`src/rtl/wordlist_pkg.sv`:
```
// rtl/wordlist_pkg.sv - shared types and constants for the flash word-list search
package wordlist_pkg;

  localparam int LETTER_W    = 5;
  localparam int WORD_W      = 5 * LETTER_W;
  localparam int ENTRY_BYTES = 4;

  typedef logic [WORD_W-1:0] word_t;

  typedef enum logic [2:0] {
    IDLE,
    PROBE,
    WAIT,
    CMP,
    FINISH
  } state_t;

endpackage

```
`src/rtl/wordlist_search.sv`:
```
// rtl/wordlist_search.sv - binary search of a sorted flash word list via 32-bit fetches
module wordlist_search
  import wordlist_pkg::*;
#(
  parameter logic [23:0] BASE_ADDR = 24'h100000,
  parameter int          LIST_LEN  = 2315,
  parameter int          IDX_W     = 12,
  parameter int          TIMEOUT   = 4095
) (
  input  logic             clk,
  input  logic             rst,
  input  logic [24:0]      query_word,
  input  logic             query_start,
  output logic             busy,
  output logic             done,
  output logic             found,
  output logic [IDX_W-1:0] found_index,
  output logic             error,
  output logic [23:0]      fetch_addr,
  output logic             fetch,
  input  logic [31:0]      fetch_result,
  input  logic             fetch_done
);

  localparam int TCNT_W     = $clog2(TIMEOUT + 1);
  localparam int ADDR_SHIFT = $clog2(ENTRY_BYTES);

  state_t                  state;
  logic signed [IDX_W:0]   lo;
  logic signed [IDX_W:0]   hi;
  word_t                   key;
  word_t                   entry;
  logic [IDX_W-1:0]        mid;
  logic [TCNT_W-1:0]       tcnt;

  // Sum is one bit wider than lo/hi so the midpoint never overflows.
  logic [IDX_W+1:0]        bound_sum;
  logic [IDX_W-1:0]        mid_next;
  logic                    unused_hi;

  assign bound_sum = {1'b0, lo} + {1'b0, hi};
  assign mid_next  = bound_sum[IDX_W:1];
  assign unused_hi = ^fetch_result[31:25];

  always_ff @(posedge clk) begin
    if (rst) begin
      state       <= IDLE;
      lo          <= '0;
      hi          <= '0;
      key         <= '0;
      entry       <= '0;
      mid         <= '0;
      tcnt        <= '0;
      busy        <= 1'b0;
      done        <= 1'b0;
      found       <= 1'b0;
      found_index <= '0;
      error       <= 1'b0;
      fetch_addr  <= '0;
      fetch       <= 1'b0;
    end else begin
      case (state)
        IDLE: begin
          if (query_start) begin
            key         <= query_word;
            lo          <= '0;
            hi          <= (IDX_W+1)'(LIST_LEN - 1);
            found       <= 1'b0;
            found_index <= '0;
            error       <= 1'b0;
            busy        <= 1'b1;
            state       <= PROBE;
          end
        end
        PROBE: begin
          if (lo > hi) begin
            done  <= 1'b1;
            state <= FINISH;
          end else begin
            mid        <= mid_next;
            fetch_addr <= BASE_ADDR + (24'(mid_next) << ADDR_SHIFT);
            fetch      <= 1'b1;
            tcnt       <= '0;
            state      <= WAIT;
          end
        end
        WAIT: begin
          // A response arriving on the last allowed cycle still wins over the timeout.
          if (fetch_done) begin
            fetch <= 1'b0;
            entry <= fetch_result[24:0];
            state <= CMP;
          end else if (tcnt == TCNT_W'(TIMEOUT - 1)) begin
            fetch <= 1'b0;
            error <= 1'b1;
            found <= 1'b0;
            done  <= 1'b1;
            state <= FINISH;
          end else begin
            tcnt <= tcnt + 1'b1;
          end
        end
        CMP: begin
          if (entry == key) begin
            found       <= 1'b1;
            found_index <= mid;
            done        <= 1'b1;
            state       <= FINISH;
          end else if (entry < key) begin
            lo    <= {1'b0, mid} + (IDX_W+1)'(1);
            state <= PROBE;
          end else begin
            hi    <= {1'b0, mid} - (IDX_W+1)'(1);
            state <= PROBE;
          end
        end
        FINISH: begin
          done  <= 1'b0;
          busy  <= 1'b0;
          state <= IDLE;
        end
        default: state <= IDLE;
      endcase
    end
  end

endmodule

```
`config.mk`:
```
export PLATFORM = sky130hd
export DESIGN_NAME = wordlist_search
export DESIGN_NICKNAME = d
export VERILOG_FILES = /design/src/rtl/wordlist_pkg.sv /design/src/rtl/wordlist_search.sv
export SDC_FILE = /design/constraint.sdc
export NUM_CORES = 1
export LEC_CHECK = 0
export BUFFER_PORTS_ARGS = -buffer_cell sky130_fd_sc_hd__buf_4
export CORE_UTILIZATION = 40
export CTS_CLUSTER_DIAMETER = 30
export DETAILED_ROUTE_END_ITERATION = 10
export MAX_ROUTING_LAYER = met4
export PLACE_DENSITY_LB_ADDON = 0.15
export SETUP_SLACK_MARGIN = 0.5
export SYNTH_ARGS = -nofsm -noshare
export SYNTH_HDL_FRONTEND = slang
export SYNTH_SLANG_ARGS = --single-unit
```
`constraint.sdc`:
```
create_clock -name clk -period 3.2 [get_ports clk]
set_clock_uncertainty 0.2 [all_clocks]
set_input_delay 0.8 -clock clk [delete_from_list [all_inputs] [get_ports clk]]
set_output_delay 0.8 -clock clk [all_outputs]
set_load 0.02 [all_outputs]
```
# [After elaboration in Yosys (flattened, before gate mapping)]
# Index checks and enable logic that the tools add are counted.
[word_totals] reg_bits=144
[op_classes] addsub=5 n_lt_le_gt_ge=2 n_eq_ne=17 n_mux=36 bitwise=1 n_reduce_logical=20
[ops] op="13-bit 2-to-1 mux" n=6
[ops] op="12-bit 2-to-1 mux" n=5
[ops] op="13-bit one-hot mux with 2 select lines" n=2
[ops] op="12-bit one-hot mux with 2 select lines" n=2
[ops] op="25-bit == test" n=1
[ops] op="25-bit less-than comparator" n=1
[ops] op="21-bit by 14-bit adder with 22-bit output (first input constant)" n=1
[ops] op="2-bit != test (second input constant)" n=10
[ops] op="4-bit AND reduction" n=4
[ops] op="3-bit 2-to-1 mux" n=5
[ops] op="12-bit by 1-bit adder with 13-bit output (second input constant)" n=1
[ops] op="13-bit adder" n=1
[ops] op="13-bit > comparator" n=1
[ops] op="12-bit by 1-bit subtractor with 13-bit output (second input constant)" n=1
[ops] op="12-bit by 1-bit adder with 12-bit output (second input constant)" n=1
[ops] op="12-bit == test (second input constant)" n=1
[ops] op="3-bit one-hot mux with 4 select lines" n=1
[ops] op="1-bit 2-to-1 mux" n=10
[ops] op="2-bit AND reduction" n=5
[ops] op="5-bit AND reduction" n=2
[ops] op="2-bit nonzero test" n=4
[ops] op="3-bit by 2-bit == test with 1-bit output (second input constant)" n=2
[ops] op="1-bit one-hot mux with 2 select lines" n=3
[ops] op="3-bit AND reduction" n=2
[ops] op="9 further kinds" n=9

# [Logic depth before layout (Yosys ltp)]
[logic_depth] ltp_word=4 ltp_mapped=11

# [Least setup slack after synthesis]
# OpenSTA, ideal clock, no wires.
[synth_path] path_type="register to register" start="register hi[12]" end="register fetch_addr[13]" setup_ns=0.140 t_arrival_ns=2.509 slack_ns=0.351 path_stages_with_launch=10 path_buffers=1 period_less_slack_ns=2.849 cell_sequence="dfxtp_1 -> inv_1 -> ha_1 -> nand4_2 -> or4_4 -> a311o_1 -> a31oi_4 -> and2_4 -> buf_8 -> a311oi_1"
[synth_between] elab_chain_len=3
[synth_rtl] item="start: declaration" line="wordlist_search.sv:30" text="logic signed [IDX_W:0] hi;"
[synth_rtl] item="start signal: assignment" line="wordlist_search.sv:67" text="hi <= (IDX_W+1)'(LIST_LEN - 1);"
[synth_rtl] item="start signal: assignment" line="wordlist_search.sv:113" text="hi <= {1'b0, mid} - (IDX_W+1)'(1);"
[synth_rtl] item="branches (longest 3 deep; another with 21-bit by 14-bit adder with 22-bit output)"
[synth_rtl] item="end signal: assignment" line="wordlist_search.sv:81" text="fetch_addr <= BASE_ADDR + (24'(mid_next) << ADDR_SHIFT);"
[synth_rtl] item="end: declaration" line="wordlist_search.sv:19" text="output logic [23:0] fetch_addr,"
# Several ways; the timed one is not identified.
# A chain may end at the register's enable or synchronous reset.

# [Final worst setup path]
[layout_path] start="register hi[8]" end="register tcnt[7]"
[layout_between] elab_chain_len=3
[layout_rtl] item="13-bit > comparator" line="wordlist_search.sv:76" text="if (lo > hi) begin"
[layout_rtl] item="2-bit != test (no source line)"
[layout_rtl] item="4-bit AND reduction (no source line)"
[layout_rtl] item="end signal: assignment" line="wordlist_search.sv:100" text="tcnt <= tcnt + 1'b1;"
[layout_rtl] item="end: declaration" line="wordlist_search.sv:34" text="logic [TCNT_W-1:0] tcnt;"
# No other way between the ends.

==> impl_summary.md <==
Global routing
The first global-routing pass estimated 30.0 mm of wire. The number of global-route vias before repair is 6049. For this run, the total global-route usage over all layers was measured as 0.223. The maximum number of pins on one net before global-route repair is 52. The number of antenna violations at the first check in global routing is 0.

The remaining global-route overflow is 0.

Drt
The number of detailed-route iterations in the first pass is 5. Once detail routing completed, the nets flagged for antenna violations numbered 0. The DRC violation count after routing is 0. The average routed wire per standard cell is 15.3 µm. The final route contains 6233 vias. In this run, the number of DRC markers left after iteration 0 of detailed routing was 298. The via density per instance is 5.21. The final layout contains routed wiring with a total length of 18.3 mm.

Hold path
The startpoint identified for the worst hold timing path is key[22]. The tightest min-delay check is of the reg2reg type.

Logic synthesis
Of the synthesized area, sequential elements account for 0.356. After synthesis, the share of flip-flops with an asynchronous set or reset is 0. During synthesis, Yosys emitted a total of 0 warnings. Summed over all instances, the cell type with the most area after synthesis is dfxtp_1. Synthesis handed over a netlist of 862 instances.

The synthesized cell area is 6800 µm². The area fraction of the dominant cell type after synthesis is 0.356. The commonest cells after synthesis are nand2_1, dfxtp_1, a21oi_1. The top flip-flop cell by instance count after synthesis is dfxtp_1. The synthesized area per cell is 7.89 µm².

Of the total synthesized cell area, the portion taken by AND, OR, NAND and NOR gates is 0.222. The count of distinct cell types in the synthesized netlist is 65. The share of cell area taken by muxes after synthesis is 0.0340. The compound-gate portion of the synthesized area is 0.170.

The number of flops mapped to enable cells by yosys is 0. The number of storage elements in the synthesis netlist is 121. The dominant combinational cell family by area after synthesis is simple AND/OR/NAND/NOR gates. Of the total synthesized cell area, the portion taken by XOR and XNOR cells is 0.0361.

The library cell with the highest instance count after synthesis is nand2_1. The adder-cell share of the synthesized area is 0.102. Sorting the synthesized cells by area gives the leading types as dfxtp_1, nand2_1, ha_1, a21oi_1, inv_1.

STA
The slew at the pin closest to its max-slew limit is 0.851 ns. Timing would allow up to 366 MHz. The number of slew-limit violations in the final report was 0. In the finished design, the share of the clock period the worst path needs comes to 0.854.

Setup repair after global routing could not meet its margin everywhere. The final hold violation count is 0. In this run the tightest slew margin relative to its limit is 0.425. The summed negative setup slack over all endpoints is 0 ns. Setup violations remaining at the end of the flow were counted as 0.

Subtracting the final worst setup slack from the clock period gives 2.73 ns.

Layout
The net count of the finished layout is 1079. The area of the multi-input gates is 4080 µm². Relative to the synthesized area, the layout overhead comes to 27.3%. The fraction of final layout cells with drive strength greater than 1 is 0.226. In the final layout, flip-flops and latches occupy 2440 µm². The diode insertion count for antenna repair is 0.

The filler cell count in the final layout is 1649. Once layout is done, the placed cells without fillers occupy 8660 µm². The core occupancy in the finished layout is 0.522.

Floorplanning
The die is 132 µm tall. The floorplan step defined a die boundary enclosing 17500 µm². The placeable core region is 16600 µm². The number of placement rows is 47. The initial cell density of the core is 0.410.

102 I/O pins were placed. The width of the chip is 132 µm.

Clock tree
After clock tree synthesis, the flow added hold-fix buffers numbering 0. The clock edge transition at the registers on the reported setup and hold paths is 0.06 ns. The clock tree from TritonCTS is done. TritonCTS created 17 clock buffers.

The number of clock sinks is 121. The longest clock path from root to sink contains 2 buffers. The clock network latency to the later pin of the worst-skew pair is 0.43 ns. The H-tree generated during clock tree synthesis spans 4 levels. The buffer type at the clock tree root is clkbuf_16.

Power and ir drop
For this design the static power due to leakage is 3.42 nW. The power density normalized to cell area is 809 nW/µm². The worst vdd rail ir drop is 0.445 mV.

Status
The flow ran to the end, and the final reports show no timing, DRC or antenna violations.

Setup path
The highest fanout seen on the critical path is 12. The most frequent cell on the critical path is buf_6. The critical path endpoint category is a register.

For the worst setup path, the data arrival time is 2.81 ns. For the worst setup path, the data required time is 3.28 ns. The largest single stage delay on the critical path is 0.56 ns. Tracing the worst setup path back leads to its startpoint at hi[8]. The signal on the critical path passes through inv_2 > ha_4 > nand4_1 > or4_4 > a311o_1 > a31oi_4 > buf_6 > a21o_1 > buf_6 > a311oi_1. The launch point of the worst reg-to-reg path is hi[8]. The launching element type of the critical path is a register. The largest individual stage delay along the critical path comes from the cell or4_4.

The critical path is of the reg2reg type.

Run
The tool flagged a number of max-cap violations equal to 0.

Placement
The placer's final routability congestion estimate is 0.814. In this run the cell area measured after placement is 7670 µm². The number of I/O port buffers is 83.

The detailed-placement wirelength estimate is 12.2 mm.
## where the power goes
group	total, mW	switching (mW)	internal, mW
Combinational	2.94	1.66	1.28
Clock	1.96	0.777	1.18
Sequential	2.11	0.345	1.76
Total	7.01	2.78	4.23
## final timing paths
path | end | slack (ns) | cells past startpoint
worst max-delay path | tcnt[7] | 0.47 | 10
worst min-delay path | key[22] | 0.25 | 2
worst max register to register | tcnt[7] | 0.47 | 10
worst min register to register | key[22] | 0.25 | 2
## logic make-up (layout without fill, tap and decap cells)
family | count (synthesis) | in the layout
muxes | 23 | 23
buffers and inverters | 121 | 224
xor gates and xnor gates | 28 | 28
adders and majority gates | 55 | 55
and+or+nand+nor | 331 | 332
DFF | 121 | 121
AOI/OAI and AO/OA | 182 | 182
other | 1 | 11
## worst max-delay path: cells and delay by family (launching register included)
family	cells	cell delay (ns)
buffers and inverters	3	0.34
AO/OA/AOI/OAI	4	0.75
flip-flops	1	0.33
adder cells (fa/ha/maj)	1	0.26
AND/OR/NAND/NOR	2	0.70
## state kept, by name, summed over array words and instances, names as in the netlist, 2 cells and up
register,cells
fetch_addr,2
hi,13
found_index,12
key,25
state,3
tcnt,12
entry,25
mid,11
lo,13
## repair_timing
action,in CTS,in global routing
setup endpoints to repair,33,66
pin swaps,13,11
setup buffers,10,10
resized for setup,30,20
cloned,2,0
## per-layer routing
metal / part of all wire / global-route usage / vias up
li1: - / - / 3132
met1: 0.46 / 0.272 / 2945
met2: 0.48 / 0.360 / 136
met3: 0.048 / 0.0573 / 20
met4: 0.012 / 0.0709 / 0
met5: 0 / - / -
## area by class of cell
class / instances / share of cell area
Timing Repair Buffer: 131 / 0.120
Multi-Input combinational cell: 631 / 0.471
Sequential cell: 121 / 0.281
Inverter: 61 / 0.0264
Clock inverter: 14 / 0.0185
Clock buffer: 18 / 0.0507
Tap cell: 220 / 0.0318
## metrics by stage
stage | instances | setup WS [ns] | total power, mW | hold slack [ns]
5_1_grt | 1196 | 0.337 | 7.47 | 0.271
3_3_place_gp | 1142 | 0.282 | 4.75 | 0.243
3_5_place_dp | 1142 | 0.267 | 4.78 | 0.247
4_1_cts | 1186 | 0.429 | 6.94 | 0.256
6_report | 1196 | 0.469 | 7.01 | 0.254
2_1_floorplan | 872 | 0.520 | 3.96 | 0.236
## cells in the final DEF (no fill, tap or decap), types with 5 or more instances in the layout
cell type,netlist,routed
a31oi_1,9,7
nand2b_1,14,14
dfxtp_1,121,109
nor3_1,13,13
buf_4,12,124
nor2_1,38,37
ha_4,0,9
dfxtp_2,0,12
or3_1,5,5
nand4_1,12,12
ha_1,54,44
xor2_1,10,10
o21a_1,5,5
inv_6,0,5
clkbuf_16,0,17
nand2_1,183,183
conb_1,1,11
inv_1,61,56
o21ai_0,9,9
inv_2,0,5
a211oi_2,7,8
nor4_1,8,7
nand3_1,28,28
mux2i_1,22,22
a311oi_1,10,10
a21oi_1,104,102
xnor2_1,18,18
No activity file was read; power rests on OpenSTA's default activity.
